===== src/rtl/cic_decimator_mc_if.sv =====
// Stream bundle for cic_decimator_mc: parallel multi-channel input samples and the
// serialized, ready/valid decimated output.
interface cic_decimator_mc_if #(
    parameter int unsigned IN_W  = 5,
    parameter int unsigned NCH   = 2,
    parameter int unsigned OUT_W = 10,
    parameter int unsigned CH_W  = (NCH > 1) ? $clog2(NCH) : 1
);
    logic                in_valid;
    logic [NCH*IN_W-1:0] in_data;
    logic                out_valid;
    logic                out_ready;
    logic [OUT_W-1:0]    out_data;
    logic [CH_W-1:0]     out_ch;

    modport master (
        output in_valid, in_data, out_ready,
        input  out_valid, out_data, out_ch
    );

    modport slave (
        input  in_valid, in_data, out_ready,
        output out_valid, out_data, out_ch
    );
endinterface


===== src/rtl/cic_decimator_mc.sv =====
// NCH-channel, N-stage CIC decimator with run-time ratio 2^L, rounding/saturating output
// scaler and a one-frame buffer serialized onto a ready/valid stream.
module cic_decimator_mc #(
    parameter int unsigned IN_W      = 5,
    parameter int unsigned N         = 5,
    parameter int unsigned LOG2R_MAX = 4,
    parameter int unsigned NCH       = 2,
    parameter int unsigned OUT_W     = 10,
    localparam int unsigned ACC_W    = IN_W + N * LOG2R_MAX,
    localparam int unsigned L_W      = $clog2(LOG2R_MAX + 1),
    localparam int unsigned CH_W     = (NCH > 1) ? $clog2(NCH) : 1,
    localparam int unsigned PH_W     = (LOG2R_MAX > 0) ? LOG2R_MAX : 1
) (
    input  logic              clk,
    input  logic              rst_n,
    input  logic              en_i,
    input  logic [L_W-1:0]    cfg_log2r_i,
    cic_decimator_mc_if.slave bus,
    output logic              ovf_o
);

    localparam logic signed [ACC_W:0] SAT_MAX = (ACC_W + 1)'((64'd1 << (OUT_W - 1)) - 64'd1);
    localparam logic signed [ACC_W:0] SAT_MIN = ~SAT_MAX;

    function automatic logic [L_W-1:0] clamp_l(input logic [L_W-1:0] l);
        if (l == '0) begin
            return L_W'(1);
        end else if (int'(l) > int'(LOG2R_MAX)) begin
            return L_W'(LOG2R_MAX);
        end else begin
            return l;
        end
    endfunction

    logic                    en_q, run_q;
    logic                    rise, run, accept, strobe;
    logic [L_W-1:0]          l_act_q, l_act_d;
    logic [PH_W-1:0]         phase_q, phase_d, ratio_m1;
    logic                    strobe_q;

    logic signed [ACC_W-1:0] integ_q [NCH][N];
    logic signed [ACC_W-1:0] integ_d [NCH][N];
    logic signed [ACC_W-1:0] samp_q  [NCH];
    logic signed [ACC_W-1:0] samp_d  [NCH];
    logic signed [ACC_W-1:0] dly_q   [NCH][N];
    logic signed [ACC_W-1:0] dly_d   [NCH][N];
    logic signed [ACC_W-1:0] comb_c  [NCH][N+1];
    logic signed [ACC_W-1:0] x_ext;
    logic signed [ACC_W:0]   rnd;
    logic signed [OUT_W-1:0] scaled  [NCH];
    int                      shift;

    logic signed [OUT_W-1:0] buf_q   [NCH];
    logic signed [OUT_W-1:0] buf_d   [NCH];
    logic                    full_q, full_d;
    logic [CH_W-1:0]         rd_ch_q, rd_ch_d;
    logic                    ovf_q, ovf_d;
    logic                    hs, last_hs;

    // run only goes high on an observed en rise; en_q resets high so a held-high en after
    // reset release does not count as a rise.
    always_comb begin
        rise     = en_i && !en_q;
        run      = en_i && (run_q || rise);
        l_act_d  = rise ? clamp_l(cfg_log2r_i) : l_act_q;
        ratio_m1 = PH_W'((32'd1 << l_act_q) - 32'd1);
        accept   = run && bus.in_valid;
        strobe   = accept && (phase_q == ratio_m1);
        phase_d  = phase_q;
        if (!run) begin
            phase_d = '0;
        end else if (accept) begin
            phase_d = strobe ? '0 : phase_q + PH_W'(1);
        end
    end

    always_comb begin
        integ_d = integ_q;
        samp_d  = samp_q;
        dly_d   = dly_q;
        x_ext   = '0;
        if (!run) begin
            integ_d = '{default: '0};
            samp_d  = '{default: '0};
            dly_d   = '{default: '0};
        end else begin
            if (accept) begin
                for (int ch = 0; ch < NCH; ch++) begin
                    x_ext = {{(ACC_W - IN_W){bus.in_data[ch*IN_W + IN_W - 1]}},
                             bus.in_data[ch*IN_W +: IN_W]};
                    integ_d[ch][0] = integ_q[ch][0] + x_ext;
                    for (int k = 1; k < N; k++) begin
                        integ_d[ch][k] = integ_q[ch][k] + integ_q[ch][k-1];
                    end
                    if (strobe) begin
                        samp_d[ch] = integ_q[ch][N-1];
                    end
                end
            end
            if (strobe_q) begin
                for (int ch = 0; ch < NCH; ch++) begin
                    for (int k = 0; k < N; k++) begin
                        dly_d[ch][k] = comb_c[ch][k];
                    end
                end
            end
        end
    end

    // Comb cascade and scaler; rounding is done one bit wider so c + 2^(S-1) cannot wrap.
    always_comb begin
        shift = int'(IN_W) + int'(N) * int'(l_act_q) - int'(OUT_W);
        rnd   = '0;
        for (int ch = 0; ch < NCH; ch++) begin
            comb_c[ch][0] = samp_q[ch];
            for (int k = 0; k < N; k++) begin
                comb_c[ch][k+1] = comb_c[ch][k] - dly_q[ch][k];
            end
            rnd = {comb_c[ch][N][ACC_W-1], comb_c[ch][N]};
            if (shift > 0) begin
                rnd = rnd + ((ACC_W + 1)'(1) << (shift - 1));
            end
            rnd = rnd >>> shift;
            if (rnd > SAT_MAX) begin
                scaled[ch] = SAT_MAX[OUT_W-1:0];
            end else if (rnd < SAT_MIN) begin
                scaled[ch] = SAT_MIN[OUT_W-1:0];
            end else begin
                scaled[ch] = rnd[OUT_W-1:0];
            end
        end
    end

    // A frame landing on the same edge as the final handshake of the previous one is
    // accepted, which keeps a 2:1 ratio gap-free with out_ready held high.
    always_comb begin
        hs      = full_q && bus.out_ready;
        last_hs = hs && (rd_ch_q == CH_W'(NCH - 1));
        full_d  = full_q;
        rd_ch_d = rd_ch_q;
        buf_d   = buf_q;
        ovf_d   = ovf_q;
        if (!run) begin
            full_d  = 1'b0;
            rd_ch_d = '0;
            buf_d   = '{default: '0};
            ovf_d   = 1'b0;
        end else begin
            if (hs) begin
                if (last_hs) begin
                    full_d  = 1'b0;
                    rd_ch_d = '0;
                end else begin
                    rd_ch_d = rd_ch_q + CH_W'(1);
                end
            end
            if (strobe_q) begin
                if (!full_q || last_hs) begin
                    full_d  = 1'b1;
                    rd_ch_d = '0;
                    buf_d   = scaled;
                end else begin
                    ovf_d = 1'b1;
                end
            end
        end
    end

    always_ff @(posedge clk or negedge rst_n) begin
        if (!rst_n) begin
            en_q     <= 1'b1;
            run_q    <= 1'b0;
            l_act_q  <= L_W'(1);
            phase_q  <= '0;
            strobe_q <= 1'b0;
            integ_q  <= '{default: '0};
            samp_q   <= '{default: '0};
            dly_q    <= '{default: '0};
            buf_q    <= '{default: '0};
            full_q   <= 1'b0;
            rd_ch_q  <= '0;
            ovf_q    <= 1'b0;
        end else begin
            en_q     <= en_i;
            run_q    <= run;
            l_act_q  <= l_act_d;
            phase_q  <= phase_d;
            strobe_q <= strobe;
            integ_q  <= integ_d;
            samp_q   <= samp_d;
            dly_q    <= dly_d;
            buf_q    <= buf_d;
            full_q   <= full_d;
            rd_ch_q  <= rd_ch_d;
            ovf_q    <= ovf_d;
        end
    end

    assign bus.out_valid = full_q;
    assign bus.out_data  = buf_q[rd_ch_q];
    assign bus.out_ch    = rd_ch_q;
    assign ovf_o         = ovf_q;

endmodule


===== src/flat_wrapper.sv =====
// flat-port wrapper written by rule: the top's interface ports become plain ports
module cic_decimator_mc_flat 
#(
    parameter int unsigned IN_W      = 5,
    parameter int unsigned N         = 5,
    parameter int unsigned LOG2R_MAX = 4,
    parameter int unsigned NCH       = 2,
    parameter int unsigned OUT_W     = 10,
    localparam int unsigned ACC_W    = IN_W + N * LOG2R_MAX,
    localparam int unsigned L_W      = $clog2(LOG2R_MAX + 1),
    localparam int unsigned CH_W     = (NCH > 1) ? $clog2(NCH) : 1,
    localparam int unsigned PH_W     = (LOG2R_MAX > 0) ? LOG2R_MAX : 1
)
  (clk, rst_n, en_i, cfg_log2r_i, ovf_o, bus_in_valid, bus_in_data, bus_out_ready, bus_out_valid, bus_out_data, bus_out_ch);
  cic_decimator_mc_if #(.IN_W(IN_W), .NCH(NCH), .OUT_W(OUT_W)) bus_i ();
  input  logic clk;
  input  logic rst_n;
  input  logic en_i;
  input  logic [L_W-1:0] cfg_log2r_i;
  output logic ovf_o;
  input wire logic [$bits(bus_i.in_valid)-1:0] bus_in_valid;
  input wire logic [$bits(bus_i.in_data)-1:0] bus_in_data;
  input wire logic [$bits(bus_i.out_ready)-1:0] bus_out_ready;
  output wire logic [$bits(bus_i.out_valid)-1:0] bus_out_valid;
  output wire logic [$bits(bus_i.out_data)-1:0] bus_out_data;
  output wire logic [$bits(bus_i.out_ch)-1:0] bus_out_ch;
  assign bus_i.in_valid = bus_in_valid;
  assign bus_i.in_data = bus_in_data;
  assign bus_i.out_ready = bus_out_ready;
  assign bus_out_valid = bus_i.out_valid;
  assign bus_out_data = bus_i.out_data;
  assign bus_out_ch = bus_i.out_ch;
  cic_decimator_mc #(.IN_W(IN_W), .N(N), .LOG2R_MAX(LOG2R_MAX), .NCH(NCH), .OUT_W(OUT_W)) u_core (.clk(clk), .rst_n(rst_n), .en_i(en_i), .cfg_log2r_i(cfg_log2r_i), .bus(bus_i), .ovf_o(ovf_o));
endmodule

===== config.mk =====
export PLATFORM = sky130hd
export DESIGN_NAME = cic_decimator_mc_flat
export DESIGN_NICKNAME = d
export VERILOG_FILES = /design/src/rtl/cic_decimator_mc_if.sv /design/src/rtl/cic_decimator_mc.sv /design/src/flat_wrapper.sv
export SDC_FILE = /design/constraint.sdc
export NUM_CORES = 2
export LEC_CHECK = 0
export BUFFER_PORTS_ARGS = -buffer_cell sky130_fd_sc_hd__buf_4
export CORE_UTILIZATION = 55
export CTS_BUF_LIST = sky130_fd_sc_hd__clkbuf_4 sky130_fd_sc_hd__clkbuf_8
export DETAILED_ROUTE_END_ITERATION = 6
export PLACE_DENSITY = 0.68
export SLEW_MARGIN = 10
export SYNTH_ARGS = -nofsm -noshare
export SYNTH_HDL_FRONTEND = slang
export SYNTH_SLANG_ARGS = --single-unit

===== constraint.sdc =====
create_clock -name clk -period 12.7 [get_ports clk]
set_input_delay 0 -clock clk [delete_from_list [all_inputs] [get_ports clk]]
set_output_delay 0 -clock clk [all_outputs]
set_load 0.02 [all_outputs]

# [After elaboration in Yosys (flattened, before gate mapping)]
# Index checks and enable logic that the tools add are counted.
# W data, S select, Z words.
[totals] register_bits=583 input_bits=18 out_inout_bits=13 elab_cells=131
[classes] n_addsub=28 multipliers=1 n_lt_le_gt_ge=7 eq_ne=6 n_shift=4 mux=38 n_bitwise=1 reduce_logical=14
[ops] op="$mux W250" n=4
[ops] op="$sub A25 B25 Y25" n=10
[ops] op="$add A25 B25 Y25" n=8
[ops] op="$mux W50" n=2
[ops] op="$mux W10" n=7
[ops] op="$sshr A26 B32 Y26" n=2
[ops] op="$mux W20" n=3
[ops] op="$add A25 B26 Y26" n=2
[ops] op="$gt A26 B10 Y1 const B" n=2
[ops] op="$lt A26 B10 Y1 const B" n=2
[ops] op="$mux W26" n=2
[ops] op="$add A25 B5 Y25" n=2
[ops] op="$mux W25" n=2
[ops] op="$add A4 B32 Y32 const A" n=1
[ops] op="$gt A32 B1 Y1 const B" n=1
[ops] op="$shl A1 B32 Y26 const A" n=1
[ops] op="$sub A32 B2 Y32 const B" n=1
[ops] op="$sub A32 B5 Y32 const B" n=1
[ops] op="$mux W1" n=13
[ops] op="$mux W4" n=3
[ops] op="$ne A2 B2 Y1 const B" n=5
[ops] op="$logic_and A1 B1 Y1" n=6
[ops] op="$mul A3 B3 Y6 const A" n=1
[ops] op="$mux W3" n=2
[ops] op="12 further kinds" n=16

# [Logic depth before layout (Yosys ltp)]
[logic_depth] ltp_word=14 ltp_mapped=60 mapped_depth_nobuf=60

# [Worst setup path after synthesis]
# OpenSTA, ideal clock, no wires.
[synth_timing] path_kind="reg2reg" from="reg u_core.samp_q, in the netlist u_core.comb_c[126]" to="reg u_core.buf_q[2] in the netlist's numbering" setup_ns=0.104 arrival_ns=11.345 required_ns=12.596 path_slack_ns=1.251 stages_incl_launch_ff=56 n_path_buf=0 period_less_slack_ns=11.449 cell_sequence="dfrtp_1 -> ha_1 -> nor2b_1 -> o21ai_0 -> a21boi_0 -> o21ai_0 -> a21boi_0 -> o21ai_0 -> a21boi_0 -> o21ai_0 -> a21boi_0 -> o21ai_0 -> a21boi_0 -> o31ai_1 -> a21boi_0 -> ha_1 -> o21a_1 -> o31a_1 -> [20 not listed] -> nor2b_1 -> nor2_1 -> o31ai_1 -> a21oi_1 -> xor2_1 -> xnor3_2 -> ha_1 -> or3_1 -> o211ai_1 -> xnor2_1 -> nand2_1 -> xnor2_1 -> o221a_2 -> a31oi_1 -> or3_1 -> nor4_1 -> a41oi_1 -> o311ai_1"
[synth_via] elab_chain_cells=14 elab_cells_between_ends=15 classes_between="add/sub (6); order compare (2); shift (1); mux (6)"
[synth_lines] element="start, declared" line="cic_decimator_mc.sv:43" source="logic signed [ACC_W-1:0] samp_q [NCH];"
[synth_lines] element="start signal, assigned" line="cic_decimator_mc.sv:190" source="samp_q <= samp_d;"
[synth_lines] element="$sub A25 B25 Y25 * (5 in a row)" line="cic_decimator_mc.sv:117" source="comb_c[ch][k+1] = comb_c[ch][k] - dly_q[ch][k];"
[synth_lines] element="$add A25 B26 Y26" line="cic_decimator_mc.sv:121" source="rnd = rnd + ((ACC_W + 1)'(1) << (shift - 1));"
[synth_lines] element="$mux W26 *" line="cic_decimator_mc.sv:120" source="if (shift > 0) begin"
[synth_lines] element="$sshr A26 B32 Y26 *" line="cic_decimator_mc.sv:123" source="rnd = rnd >>> shift;"
[synth_lines] element="$lt A26 B10 Y1" line="cic_decimator_mc.sv:126" source="end else if (rnd < SAT_MIN) begin"
[synth_lines] element="$mux W10" line="cic_decimator_mc.sv:126"
[synth_lines] element="$mux W10 *" line="cic_decimator_mc.sv:124" source="if (rnd > SAT_MAX) begin"
[synth_lines] element="$mux W20 *" line="cic_decimator_mc.sv:158" source="if (!full_q || last_hs) begin"
[synth_lines] element="$mux W20 *" line="cic_decimator_mc.sv:157" source="if (strobe_q) begin"
[synth_lines] element="$mux W20 *" line="cic_decimator_mc.sv:143" source="if (!run) begin"
[synth_lines] element="end signal, assigned" line="cic_decimator_mc.sv:192" source="buf_q <= buf_d;"
[synth_lines] element="end, declared" line="cic_decimator_mc.sv:53" source="logic signed [OUT_W-1:0] buf_q [NCH];"
# Every way passes the cells marked *; elsewhere a longest branch is shown, timed or not. The select of a mux whose other input is x is not followed.
# A chain may end at the register's enable or synchronous reset.

# [Worst setup path after layout]
[layout_timing] from="reg u_core.samp_q, in the netlist u_core.comb_c[275]" to="reg u_core.buf_q[14] in the netlist's numbering"
# Same word-level chain as after synthesis.

==> summary.md <==
| Metric | Value |
|---|---|
| Minimum clock period | `11.77 ns` |
| CP peak stage delay | `0.58 ns` |
| Final WS setup | `0.933 ns` |
| Final Net Count | `between 6000 and 7000` |
| Clock Pin Slew Worst Setup and Hold Paths | `0.07 ns` |
| Die area | `0.0951 mm²` |
| Reg-to-reg slack, setup | `0.93 ns` |
| Clock Sinks | `583` |
| Synthesized cell area | `between 0.05 and 0.06 mm²` |
| First-pass GRT wire length | `204000 µm` |
| Max VDD drop | `0.000330 V` |
| Slowest CP cell | `or4_4` |
| Share of cells above drive strength 1 | `7.22%` |
| Vias in the first global route | `41900` |
| Required time worst endpoint | `13.40 ns` |
| Layout area overhead | `8.44%` |
| GRT Residual Overflow | `0` |
| Footprint of the multi-input gates | `0.0348 mm²` |
| Slew Limit Fails | `0` |
| Final period utilization | `92.7%` |
| Worst hold slack | `a little under 0.09 ns` |
| Row cnt | `112` |
| Critical path launch point type | `flop` |
| Initial cell density of the core | `55.4%` |
| Drt first pass iters | `5` |
| WS Path Type | `flop to flop` |
| Core Area | `0.0932 mm²` |
| #FFs+latches synth | `583` |
| Yosys warning total | `0` |
| Worst slew margin | `28.5%` |
| Fin area | `0.0560 mm²` |
| Post-route ant nets | `0` |
| Worst Clk Skew | `0.0454 ns` |
| Synth Instances | `6128` |
| Die Wd | `308 µm` |
| CTS Buf Count | `109` |
| Total Power | `14500 µW` |
| Reg2Reg Depth | `52` |
| Post-Syn Nets | `6713` |
| Cell Pwr Density | `about 260 mW/mm²` |
| Clk root buf | `clkbuf_8` |
| Maximum clock path buffer count | `3` |
| Critical path peak fanout | `7` |
| Final setup TNS | `0 ns` |
| Commonest cells after routing, fill and taps aside | `nor2_1, dfrtp_1, ha_1` |
| Synth Flop Type | `dfrtp_1` |
| Filler Cell Count | `8274` |
| Wire length per cell | `16.3 µm` |
| Hold crit path type | `primary input to flop` |
| Commonest non-fill, non-tap cell in the layout | `nor2_1` |
| Syn_area_per_cell | `~8.4 µm²` |
| Maxcap violations | `0` |
| Placed wire-length estimate | `88900 µm` |
| Gp weighted congestion | `0.930` |
| Async SR Flop Fraction | `between 90% and 100%` |
| Fmax | `85.0 MHz` |
| Worst-Skew Late Latency | `around 0.79 ns` |
| Pre-CTS setup slack | `-0.0665 ns` |
| DRC | `0` |
| TritonCTS clock tree | `yes` |
| Tightest Pin Transition | `1.07 ns` |
| Vias per cell | `5.73` |
| H-tree lvl count | `3` |
| Port Buffer Count | `30` |
| Setup crit end kind | `flop` |
| All-Layer GR Usage | `25.7%` |
| Ports | `31` |
| Cell mode on critical path | `ha_1` |
| Post-synthesis sequential area ratio | `28.2%` |
| DRT iter0 DRCs | `2159` |
| Routed wire length | `approximately 120000 µm` |
| Post-synth EDFFs | `0` |
| Final setup fails | `0` |
| Final Hold Viols | `0` |
| Antenna violations before repair | `2` |
| Status | `complete, no violations` |
| Unique cell type count in the Yosys netlist | `106` |
| Largest net degree at the start of global routing | `165` |
| Lkg Pwr | `0.0261 µW` |
| Storage cell area | `0.0146 mm²` |
| WP data arrival | `roughly 12 ns` |
| Die H | `308 µm` |
| Vias post-DR | `about 43000` |
| Cell Area, Placed | `roughly 0.053 mm²` |
| Hold Path Depth | `4` |
metal layers:
layer  wire (µm)  GRT usage (%)  vias up
met5           0              0        -
met4        4280           9.35        0
met3        3850           2.95      231
met2       59400           45.9      662
met1       54400           31.7    20100
li1            -              -    21800
power breakdown:
| group | switching, µW | internal, µW |
|---|---|---|
| registers | 30.9 | 1880 |
| clock network | 859 | 1170 |
| logic | 6290 | 4280 |
cell type report:
| type | count | share of cell area (%) |
|---|---|---|
| clock buffers | 177 | 3.96 |
| flip-flops and latches | 583 | 26.1 |
| diodes | 1 | 0.00447 |
| multi-input cells | 4880 | 62.1 |
| clock inverters | 20 | 0.449 |
| repair buffers | 112 | 1.68 |
| well taps | 1254 | 2.80 |
| inverters | 446 | 2.99 |
cells in the mapped netlist (all sizes together) (49+ instances only):
cell | n | share of area (%)
nor2b | 77 | 0.95
a21oi | 385 | 3.8
a21boi | 62 | 0.90
a21o | 136 | 2.0
nor2 | 869 | 6.3
a211oi | 71 | 1.1
inv | 445 | 3.2
xnor2 | 328 | 5.6
buf | 69 | 0.58
a31oi | 49 | 0.61
nand3 | 148 | 1.4
o31ai | 79 | 1.2
xor2 | 91 | 1.5
o21bai | 93 | 1.4
mux2i | 437 | 8.5
o21ai | 293 | 2.8
ha | 545 | 13
o21a | 64 | 0.94
clkbuf | 151 | 1.1
dfrtp | 581 | 28
nand2 | 412 | 3.0
nor3 | 128 | 1.3
timing repair:
action	4_1_cts	5_1_grt
setup endpoints to repair	9	18
pin swaps	0	21
hold buffers	21	0
gates cloned	0	1
setup buffers	0	7
hold endpoints to repair	239	0
resized for setup	3	76
sequential cells by signal, indices dropped and copies added, names as in the netlist:
register	flops
u_core.dly_q	250
u_core.integ_q	250
u_core.comb_c	50
u_core.buf_q	20
u_core.phase_q	4
u_core.l_act_q	3
u_core.bus.out_ch	1
u_core.bus.out_valid	1
u_core.en_q	1
u_core.ovf_o	1
u_core.run_q	1
u_core.strobe_q	1
path summary, 6_finish.rpt:
check	startpoint	endpoint
worst max-delay path	u_core.comb_c[275]$_DFFE_PN0P_	u_core.buf_q[14]$_DFFE_PN0P_
worst min-delay path	cfg_log2r_i[2]	u_core.l_act_q[1]$_DFFE_PN0P_
worst max register to register	u_core.comb_c[275]$_DFFE_PN0P_	u_core.buf_q[14]$_DFFE_PN0P_
worst min register to register	u_core.buf_q[2]$_DFFE_PN0P_	u_core.buf_q[2]$_DFFE_PN0P_
max in group asynchronous	rst_n	u_core.integ_q[113]$_DFFE_PN0P_
min in group asynchronous	rst_n	u_core.l_act_q[0]$_DFFE_PN1P_
kinds of logic after synthesis:
kind of cell,after synthesis,synth area share (%)
compound gates,1514,19.5
mux,471,9.46
simple gates,1902,16.4
flops,583,28.2
xor+xnor,425,7.39
fa+ha+maj,567,14.1
buf+inv,666,4.92
critical path: cells and delay by family (launching register included):
kind	cells	cell delay (ns)
flip-flops	1	0.34
AND/OR/NAND/NOR	12	2.52
multiplexers	1	0.52
adder cells (fa/ha/maj)	7	2.33
AO/OA/AOI/OAI	27	5.26
buffers and inverters	3	0.32
XOR/XNOR	2	0.40
stage by stage:
step                      util [%]  std cells
after floorplan                  -       6128
after CTS                     59.8       7464
final                         60.1       7473
after detailed placement      56.9       7246
after global placement        56.9       7246
after global routing          60.1       7473
Power figures use the tool's default switching activity.
